`src/rtl/mem_arbiter_if.sv`:
```
// Requester and memory-port bundle for mem_arbiter.
// The arbiter connects through 'slave'; caches and memory connect through 'master'.
interface mem_arbiter_if #(
   parameter int ADDR_W = 16,
   parameter int DATA_W = 16
);
   logic              i_req;
   logic [ADDR_W-1:0] i_addr;
   logic              i_done;
   logic [DATA_W-1:0] i_rdata;
   logic              i_err;
   logic              i_stall;

   logic              d_req;
   logic              d_wr;
   logic [ADDR_W-1:0] d_addr;
   logic [DATA_W-1:0] d_wdata;
   logic              d_done;
   logic [DATA_W-1:0] d_rdata;
   logic              d_err;
   logic              d_stall;

   logic              mem_rd;
   logic              mem_wr;
   logic [ADDR_W-1:0] mem_addr;
   logic [DATA_W-1:0] mem_wdata;
   logic [DATA_W-1:0] mem_rdata;
   logic              mem_done;
   logic              mem_err;

   logic              busy;

   modport slave (
      input  i_req, i_addr, d_req, d_wr, d_addr, d_wdata,
             mem_rdata, mem_done, mem_err,
      output i_done, i_rdata, i_err, i_stall,
             d_done, d_rdata, d_err, d_stall,
             mem_rd, mem_wr, mem_addr, mem_wdata, busy
   );

   modport master (
      output i_req, i_addr, d_req, d_wr, d_addr, d_wdata,
             mem_rdata, mem_done, mem_err,
      input  i_done, i_rdata, i_err, i_stall,
             d_done, d_rdata, d_err, d_stall,
             mem_rd, mem_wr, mem_addr, mem_wdata, busy
   );
endinterface

```
`src/rtl/mem_arbiter.sv`:
```
// Round-robin arbiter between I-cache and D-cache for one shared memory port,
// with a watchdog that force-completes a stuck transaction with an error.
module mem_arbiter #(
   parameter int ADDR_W  = 16,
   parameter int DATA_W  = 16,
   parameter int TIMEOUT = 16
) (
   input  logic         clk,
   input  logic         rst,
   mem_arbiter_if.slave bus
);
   localparam logic [1:0] IDLE   = 2'd0;
   localparam logic [1:0] BUSY_I = 2'd1;
   localparam logic [1:0] BUSY_D = 2'd2;

   localparam logic [7:0] WAIT_LAST = 8'(TIMEOUT - 1);

   typedef struct packed {
      logic              wr;
      logic [ADDR_W-1:0] addr;
      logic [DATA_W-1:0] wdata;
   } cmd_t;

   logic [1:0]        state;
   logic              last_grant;
   cmd_t              cmd;
   logic [7:0]        wait_cnt;

   logic              grant_i, grant_d;
   logic              in_busy, timeout, finish;
   logic [DATA_W-1:0] rdata;
   logic              err;

   // On a tie the side that did not win last time gets the port.
   assign grant_i = bus.i_req & (~bus.d_req | last_grant);
   assign grant_d = bus.d_req & (~bus.i_req | ~last_grant);

   assign in_busy = (state == BUSY_I) | (state == BUSY_D);
   assign timeout = in_busy & ~bus.mem_done & (wait_cnt == WAIT_LAST);
   assign finish  = in_busy & (bus.mem_done | timeout);

   // Timeout completions carry no data and always flag an error.
   assign rdata = (bus.mem_done & ~cmd.wr) ? bus.mem_rdata : '0;
   assign err   = bus.mem_done ? bus.mem_err : 1'b1;

   assign bus.i_done  = finish & (state == BUSY_I);
   assign bus.d_done  = finish & (state == BUSY_D);
   assign bus.i_rdata = bus.i_done ? rdata : '0;
   assign bus.d_rdata = bus.d_done ? rdata : '0;
   assign bus.i_err   = bus.i_done & err;
   assign bus.d_err   = bus.d_done & err;

   // Stalls are forced low while reset is held so every output reads zero.
   assign bus.i_stall = bus.i_req & ~bus.i_done & ~rst;
   assign bus.d_stall = bus.d_req & ~bus.d_done & ~rst;

   assign bus.mem_rd    = in_busy & ~cmd.wr;
   assign bus.mem_wr    = in_busy & cmd.wr;
   assign bus.mem_addr  = cmd.addr;
   assign bus.mem_wdata = cmd.wdata;
   assign bus.busy      = (state != IDLE);

   always_ff @(posedge clk or posedge rst) begin
      if (rst) begin
         state      <= IDLE;
         last_grant <= 1'b1;
         cmd        <= '0;
         wait_cnt   <= '0;
      end else begin
         case (state)
            IDLE: begin
               if (grant_i) begin
                  state      <= BUSY_I;
                  last_grant <= 1'b0;
                  cmd        <= '{wr: 1'b0, addr: bus.i_addr, wdata: '0};
                  wait_cnt   <= '0;
               end else if (grant_d) begin
                  state      <= BUSY_D;
                  last_grant <= 1'b1;
                  cmd        <= '{wr: bus.d_wr, addr: bus.d_addr, wdata: bus.d_wdata};
                  wait_cnt   <= '0;
               end
            end
            BUSY_I, BUSY_D: begin
               if (finish) state <= IDLE;
               else        wait_cnt <= wait_cnt + 8'd1;
            end
            default: state <= IDLE;
         endcase
      end
   end
endmodule

```
`src/flat_wrapper.sv`:
```
// flat-port wrapper written by rule: the top's interface ports become plain ports
module mem_arbiter_flat 
#(
   parameter int ADDR_W  = 16,
   parameter int DATA_W  = 16,
   parameter int TIMEOUT = 16
)
  (clk, rst, bus_i_req, bus_i_addr, bus_d_req, bus_d_wr, bus_d_addr, bus_d_wdata, bus_mem_rdata, bus_mem_done, bus_mem_err, bus_i_done, bus_i_rdata, bus_i_err, bus_i_stall, bus_d_done, bus_d_rdata, bus_d_err, bus_d_stall, bus_mem_rd, bus_mem_wr, bus_mem_addr, bus_mem_wdata, bus_busy);
  mem_arbiter_if #(.ADDR_W(ADDR_W), .DATA_W(DATA_W)) bus_i ();
  input  logic clk;
  input  logic rst;
  input wire logic [$bits(bus_i.i_req)-1:0] bus_i_req;
  input wire logic [$bits(bus_i.i_addr)-1:0] bus_i_addr;
  input wire logic [$bits(bus_i.d_req)-1:0] bus_d_req;
  input wire logic [$bits(bus_i.d_wr)-1:0] bus_d_wr;
  input wire logic [$bits(bus_i.d_addr)-1:0] bus_d_addr;
  input wire logic [$bits(bus_i.d_wdata)-1:0] bus_d_wdata;
  input wire logic [$bits(bus_i.mem_rdata)-1:0] bus_mem_rdata;
  input wire logic [$bits(bus_i.mem_done)-1:0] bus_mem_done;
  input wire logic [$bits(bus_i.mem_err)-1:0] bus_mem_err;
  output wire logic [$bits(bus_i.i_done)-1:0] bus_i_done;
  output wire logic [$bits(bus_i.i_rdata)-1:0] bus_i_rdata;
  output wire logic [$bits(bus_i.i_err)-1:0] bus_i_err;
  output wire logic [$bits(bus_i.i_stall)-1:0] bus_i_stall;
  output wire logic [$bits(bus_i.d_done)-1:0] bus_d_done;
  output wire logic [$bits(bus_i.d_rdata)-1:0] bus_d_rdata;
  output wire logic [$bits(bus_i.d_err)-1:0] bus_d_err;
  output wire logic [$bits(bus_i.d_stall)-1:0] bus_d_stall;
  output wire logic [$bits(bus_i.mem_rd)-1:0] bus_mem_rd;
  output wire logic [$bits(bus_i.mem_wr)-1:0] bus_mem_wr;
  output wire logic [$bits(bus_i.mem_addr)-1:0] bus_mem_addr;
  output wire logic [$bits(bus_i.mem_wdata)-1:0] bus_mem_wdata;
  output wire logic [$bits(bus_i.busy)-1:0] bus_busy;
  assign bus_i.i_req = bus_i_req;
  assign bus_i.i_addr = bus_i_addr;
  assign bus_i.d_req = bus_d_req;
  assign bus_i.d_wr = bus_d_wr;
  assign bus_i.d_addr = bus_d_addr;
  assign bus_i.d_wdata = bus_d_wdata;
  assign bus_i.mem_rdata = bus_mem_rdata;
  assign bus_i.mem_done = bus_mem_done;
  assign bus_i.mem_err = bus_mem_err;
  assign bus_i_done = bus_i.i_done;
  assign bus_i_rdata = bus_i.i_rdata;
  assign bus_i_err = bus_i.i_err;
  assign bus_i_stall = bus_i.i_stall;
  assign bus_d_done = bus_i.d_done;
  assign bus_d_rdata = bus_i.d_rdata;
  assign bus_d_err = bus_i.d_err;
  assign bus_d_stall = bus_i.d_stall;
  assign bus_mem_rd = bus_i.mem_rd;
  assign bus_mem_wr = bus_i.mem_wr;
  assign bus_mem_addr = bus_i.mem_addr;
  assign bus_mem_wdata = bus_i.mem_wdata;
  assign bus_busy = bus_i.busy;
  mem_arbiter #(.ADDR_W(ADDR_W), .DATA_W(DATA_W), .TIMEOUT(TIMEOUT)) u_core (.clk(clk), .rst(rst), .bus(bus_i));
endmodule
```
`config.mk`:
```
export PLATFORM = sky130hd
export DESIGN_NAME = mem_arbiter_flat
export DESIGN_NICKNAME = d
export VERILOG_FILES = /design/src/rtl/mem_arbiter_if.sv /design/src/rtl/mem_arbiter.sv /design/src/flat_wrapper.sv
export SDC_FILE = /design/constraint.sdc
export NUM_CORES = 1
export LEC_CHECK = 0
export CORE_ASPECT_RATIO = 0.6
export CORE_MARGIN = 2
export CORE_UTILIZATION = 25
export DETAILED_ROUTE_END_ITERATION = 16
export SYNTH_ARGS = -nofsm -noshare
export SYNTH_HDL_FRONTEND = slang
export SYNTH_SLANG_ARGS = --single-unit
export TNS_END_PERCENT = 1
```
`constraint.sdc`:
```
create_clock -name clk -period 2 [get_ports clk]
set_input_delay 0.2 -clock clk [delete_from_list [all_inputs] [get_ports clk]]
set_output_delay 0.2 -clock clk [all_outputs]
set_load 0.02 [all_outputs]
```
; Word level (Yosys, flattened, before mapping)
; Cells that the tools add are included.
[word_totals]
word_cells = 65
input_bits = 71
register_bits = 44
[op_classes]
addsub = 1
eq_ne = 6
n_reduce_logical = 8
mux = 16
n_bitwise = 28
[op_table]
columns = operator, n
row1 = $mux 33, 2
row2 = $mux 16, 3
row3 = $mux 8, 3
row4 = $and 1x1->1, 16
row5 = $pmux 8 s2, 1
row6 = $add 8x1->8 const B, 1
row7 = $eq 8x4->1 const B, 1
row8 = $not 1->1, 8
row9 = $mux 2, 3
row10 = $reduce_bool 2->1, 3
row11 = $or 1x1->1, 4
row12 = $pmux 2 s2, 1
row13 = $reduce_and 2->1, 2
row14 = $mux 1, 3
row15 = $ne 3x1->1 const B, 1
row16 = $reduce_and 3->1, 1
row17 = $eq 2x1->1 const B, 1
row18 = $eq 2x2->1 const B, 1
row19 = $logic_not 2->1, 1
row20 = $ne 2x1->1 const B, 1
row21 = $ne 2x2->1 const B, 1
row22 = $reduce_or 2->1, 1

; Longest topological paths before layout
[depth]
depth_word = 10
mapped_depth = 8
mapped_depth_nobuf = 6

; Worst setup path before layout
; Ideal clock, no wire load.
[synth_path]
path_type = register to output
from = register u_core.wait_cnt[0]
to = output bus_d_err
arrival_time_ps = 2193
n_path_buf = 2
path_stages_with_launch = 8
path_slack_ps = -393
path_cell_list = dfrtp_1 > ha_1 > or4b_4 > o41ai_4 > and2_1 > buf_6 > buf_8 > nor2b_1
[synth_between]
elab_chain_cells = 6
[synth_lines]
columns = item, line
row1 = start: declaration, mem_arbiter.sv:27  ; logic [7:0] wait_cnt;
row2 = start signal: assignment, mem_arbiter.sv:86  ; else wait_cnt <= wait_cnt + 8'd1;
row3 = $eq 8x4->1, mem_arbiter.sv:39  ; assign timeout = in_busy & ~bus.mem_done & (wait_cnt == WAIT_LAST);
row4 = $and 1x1->1, mem_arbiter.sv:39
row5 = $or 1x1->1, mem_arbiter.sv:40  ; assign finish = in_busy & (bus.mem_done | timeout);
row6 = $and 1x1->1, mem_arbiter.sv:40
row7 = $and 1x1->1, mem_arbiter.sv:47  ; assign bus.d_done = finish & (state == BUSY_D);
row8 = named net bus_d_done, flat_wrapper.sv:25  ; output wire logic [$bits(bus_i.d_done)-1:0] bus_d_done;
row9 = $and 1x1->1, mem_arbiter.sv:51  ; assign bus.d_err = bus.d_done & err;
row10 = end: declaration, flat_wrapper.sv:27  ; output wire logic [$bits(bus_i.d_err)-1:0] bus_d_err;
; The timed path passes the listed nets, and every way through them passes these cells.

; Worst setup path after layout
[layout_path]
from = register u_core.wait_cnt[0]
to = output bus_d_rdata[12]
[layout_between]
elab_chain_cells = 6
[layout_lines]
columns = item, line
row1 = $eq 8x4->1, mem_arbiter.sv:39
row2 = $and 1x1->1, mem_arbiter.sv:39
row3 = $or 1x1->1, mem_arbiter.sv:40
row4 = $and 1x1->1, mem_arbiter.sv:40
row5 = $and 1x1->1, mem_arbiter.sv:47
row6 = $mux 16, mem_arbiter.sv:49  ; assign bus.d_rdata = bus.d_done ? rdata : '0;
row7 = end: declaration, flat_wrapper.sv:26  ; output wire logic [$bits(bus_i.d_rdata)-1:0] bus_d_rdata;
; No other way between the ends.

==> summary.txt <==
Largest net degree at the start of global routing: 44
Fraction of layout cells with a size suffix above 1: 29.1%
Number of enable flip-flop cells after synthesis: 0
Final Hold Viols: 0
Outcome: finished with violations
WL/cell: 14.6 µm
FFs w/ async S/R, synth: 100%
Timing-limited maximum frequency: 411 MHz
Count of cell types in the netlist: 39
Syn avg cell area: 9.85 µm²
Final setup skew: 0.00328 ns
Io pins: 144
RD Place Congestion: 0.799
Hold buffers post-CTS: 0
Syn-to-layout area delta: 72.6%
Violated checks: negative setup slack
Syn_nets: 338
Register area: 1100 µm²
Static Leak: 2.11 nW
Worst Path Buf+Inv: 2
Diodes inserted: 0
Slowest-stage cell, CP: or4b_4
Worst setup EP type: output pin
GRT Util Overall: 14.8%
DP HPWL: 5970 µm
Fillcell total: 967
Main area contributors after synthesis: dfrtp_1 (42%), buf_4 (9.3%), mux2i_1 (6.2%)
# setup viols final: 38
Least-Margin Pin Slew: 0.475 ns
Min-delay worst type: input pin to async pin
Sequential-to-total area share from yosys stat: 42.7%
Max-slew violations: 0
Yosys top cell by area: dfrtp_1
Final setup TNS: -15.36 ns
Die width: 135 µm
Worst Path Required: 1.80 ns
Core area: 9950 µm²
Antenna violations before repair: 0
Placed inst area: 4190 µm²
CP Class: register to output pin
Mapped cell area: 2580 µm²
Slew Limit Headroom: 68.3%
Chip Height: 82.7 µm
Commonest non-fill, non-tap cell in the layout: clkdlybuf4s50_1
Clk_lat worst skew: 0.28 ns
CP Cell Sequence: ha_2 > or4b_4 > o41ai_4 > and2_4 > buf_6 > and3_1 > buf_6
Vias in the first global route: 2,424
Longest Clk Path Bufs: 2
CTS clk-pin slew, worst paths: 0.06 ns
Max_cap viols: 0
Hold slack: 0.319 ns
CP peak stage delay: 0.48 ns
DR vias: 2,406
Root buffer cell: clkbuf_16
Unrepaired setup endpoints after global routing: yes
Multi-input logic area: 1210 µm²
# rows: 28
CP Launch Type: register
DR pass1 iterations: 4
FF+latch count, synth: 44
Grt total ovfl: 0
Most used cell, CP: buf_6
Final Critical Period: 2.44 ns
Die area: 11,200 µm²
Clock Sinks: 44
TritonCTS clock tree: built
Nets: 477
Mapped Cells: 262
Crit-path max FO: 7
Drt drc: 0
PnR Total Power: 0.00530 W
CTS buffer count: 5
First-pass GRT wire length: 12,600 µm
WL final: 7820 µm
Via-per-instance ratio: 4.48
Starting Density: 25.9%
Port bufs: 143
CP arrival: 2.24 ns
Final worst slack: -0.435 ns
Cell area after layout: 4450 µm²
H-Tree Depth: 2
Part of the cycle the worst path needs: 122%
Synth top area share: 41.7%
Main synth FF type: dfrtp_1
ANT nets after route: 0
Synth warn: 0
Initial drt markers: 127
Worst path top cell family by delay: simple AND/OR/NAND/NOR gates
Commonest cells after routing, fill and taps aside: clkdlybuf4s50_1 (102), dfrtp_1 (43), buf_4 (36), buf_6 (33), o21ai_0 (21)
Power Dens Cells: 1190 nW/µm²
Peak supply drop: 0.000822 V
==> routing by layer <==
layer	part of all wire, %	wire length (µm)	global-route usage [%]
met5	0	0	0
met4	0.77	60	3.44
met3	7.1	556	4.95
met2	45	3530	22.9
met1	47	3680	20.0
==> per-stage QoR <==
step / utilization, % / setup slack [ns] / instances
2_1_floorplan: - / -0.315 / 262
3_3_place_gp: 42.1 / -0.558 / 527
3_5_place_dp: 42.1 / -0.621 / 527
4_1_cts: 44.1 / -0.518 / 537
5_1_grt: 44.8 / -0.547 / 537
6_report: 44.8 / -0.435 / 537
==> what timing repair did <==
action	CTS	global route
buffers inserted	1	0
gates cloned	1	0
pin swaps	10	6
gates resized for setup	228	21
setup endpoints to repair	41	44
==> path summary, 6_finish.rpt <==
| path | to | start | cells past startpoint | slack, ns |
|---|---|---|---|---|
| worst max-delay path | bus_d_rdata[12] | u_core.wait_cnt[0]$_DFFE_PP0P_ | 7 | -0.44 |
| worst min-delay path | u_core.bus.mem_wdata[11]$_DFFE_PP0P_ | rst | 2 | 0.32 |
| worst max register to register | u_core.wait_cnt[1]$_DFFE_PP0P_ | u_core.wait_cnt[0]$_DFFE_PP0P_ | 7 | 0.09 |
| worst min register to register | u_core.bus.mem_addr[2]$_DFFE_PP0P_ | u_core.bus.mem_addr[2]$_DFFE_PP0P_ | 2 | 0.48 |
| max in group asynchronous | u_core.bus.mem_wdata[0]$_DFFE_PP0P_ | rst | 3 | 1.18 |
| min in group clk | u_core.bus.mem_addr[2]$_DFFE_PP0P_ | u_core.bus.mem_addr[2]$_DFFE_PP0P_ | 2 | 0.48 |
==> synthesized netlist by cell type (all sizes together), types with 5 or more instances <==
master and number:
dfrtp 43, buf 38, and3 33, o21ai 23
nand2 21, a22o 17, mux2i 16, clkbuf 11
inv 7, nor2 7, a31oi 5, ha 5
o31ai 5
==> sequential cells by signal, summed over array words and instances, names as in the netlist <==
register and cells:
u_core.bus.mem_wdata 16, u_core.wait_cnt 8, u_core.cmd 1, u_core.last_grant 1, u_core.bus.mem_addr 16, u_core.state 2
==> power breakdown <==
| part | internal, W | total, W | switching, W |
|---|---|---|---|
| Sequential | 0.00127 | 0.00149 | 0.000216 |
| Combinational | 0.00149 | 0.00301 | 0.00152 |
| Clock | 0.000461 | 0.000799 | 0.000338 |
| Total | 0.00323 | 0.00530 | 0.00207 |
==> final cells by class <==
cell class | instances | share of cell area, %
clock buffer | 6 | 2.89
inverter | 7 | 0.590
clock inverter | 2 | 0.281
sequential | 44 | 24.8
tap | 135 | 3.79
timing repair buffer | 181 | 40.4
multi-input combinational | 162 | 27.3
==> logic make-up after synthesis <==
logic type | share of synthesized area (%)
flops | 42.7
simple gates | 17.6
fa+ha+maj | 2.42
buf+inv | 14.4
mux | 6.21
compound gates | 16.7
No activity file was read; power rests on OpenSTA's default activity.
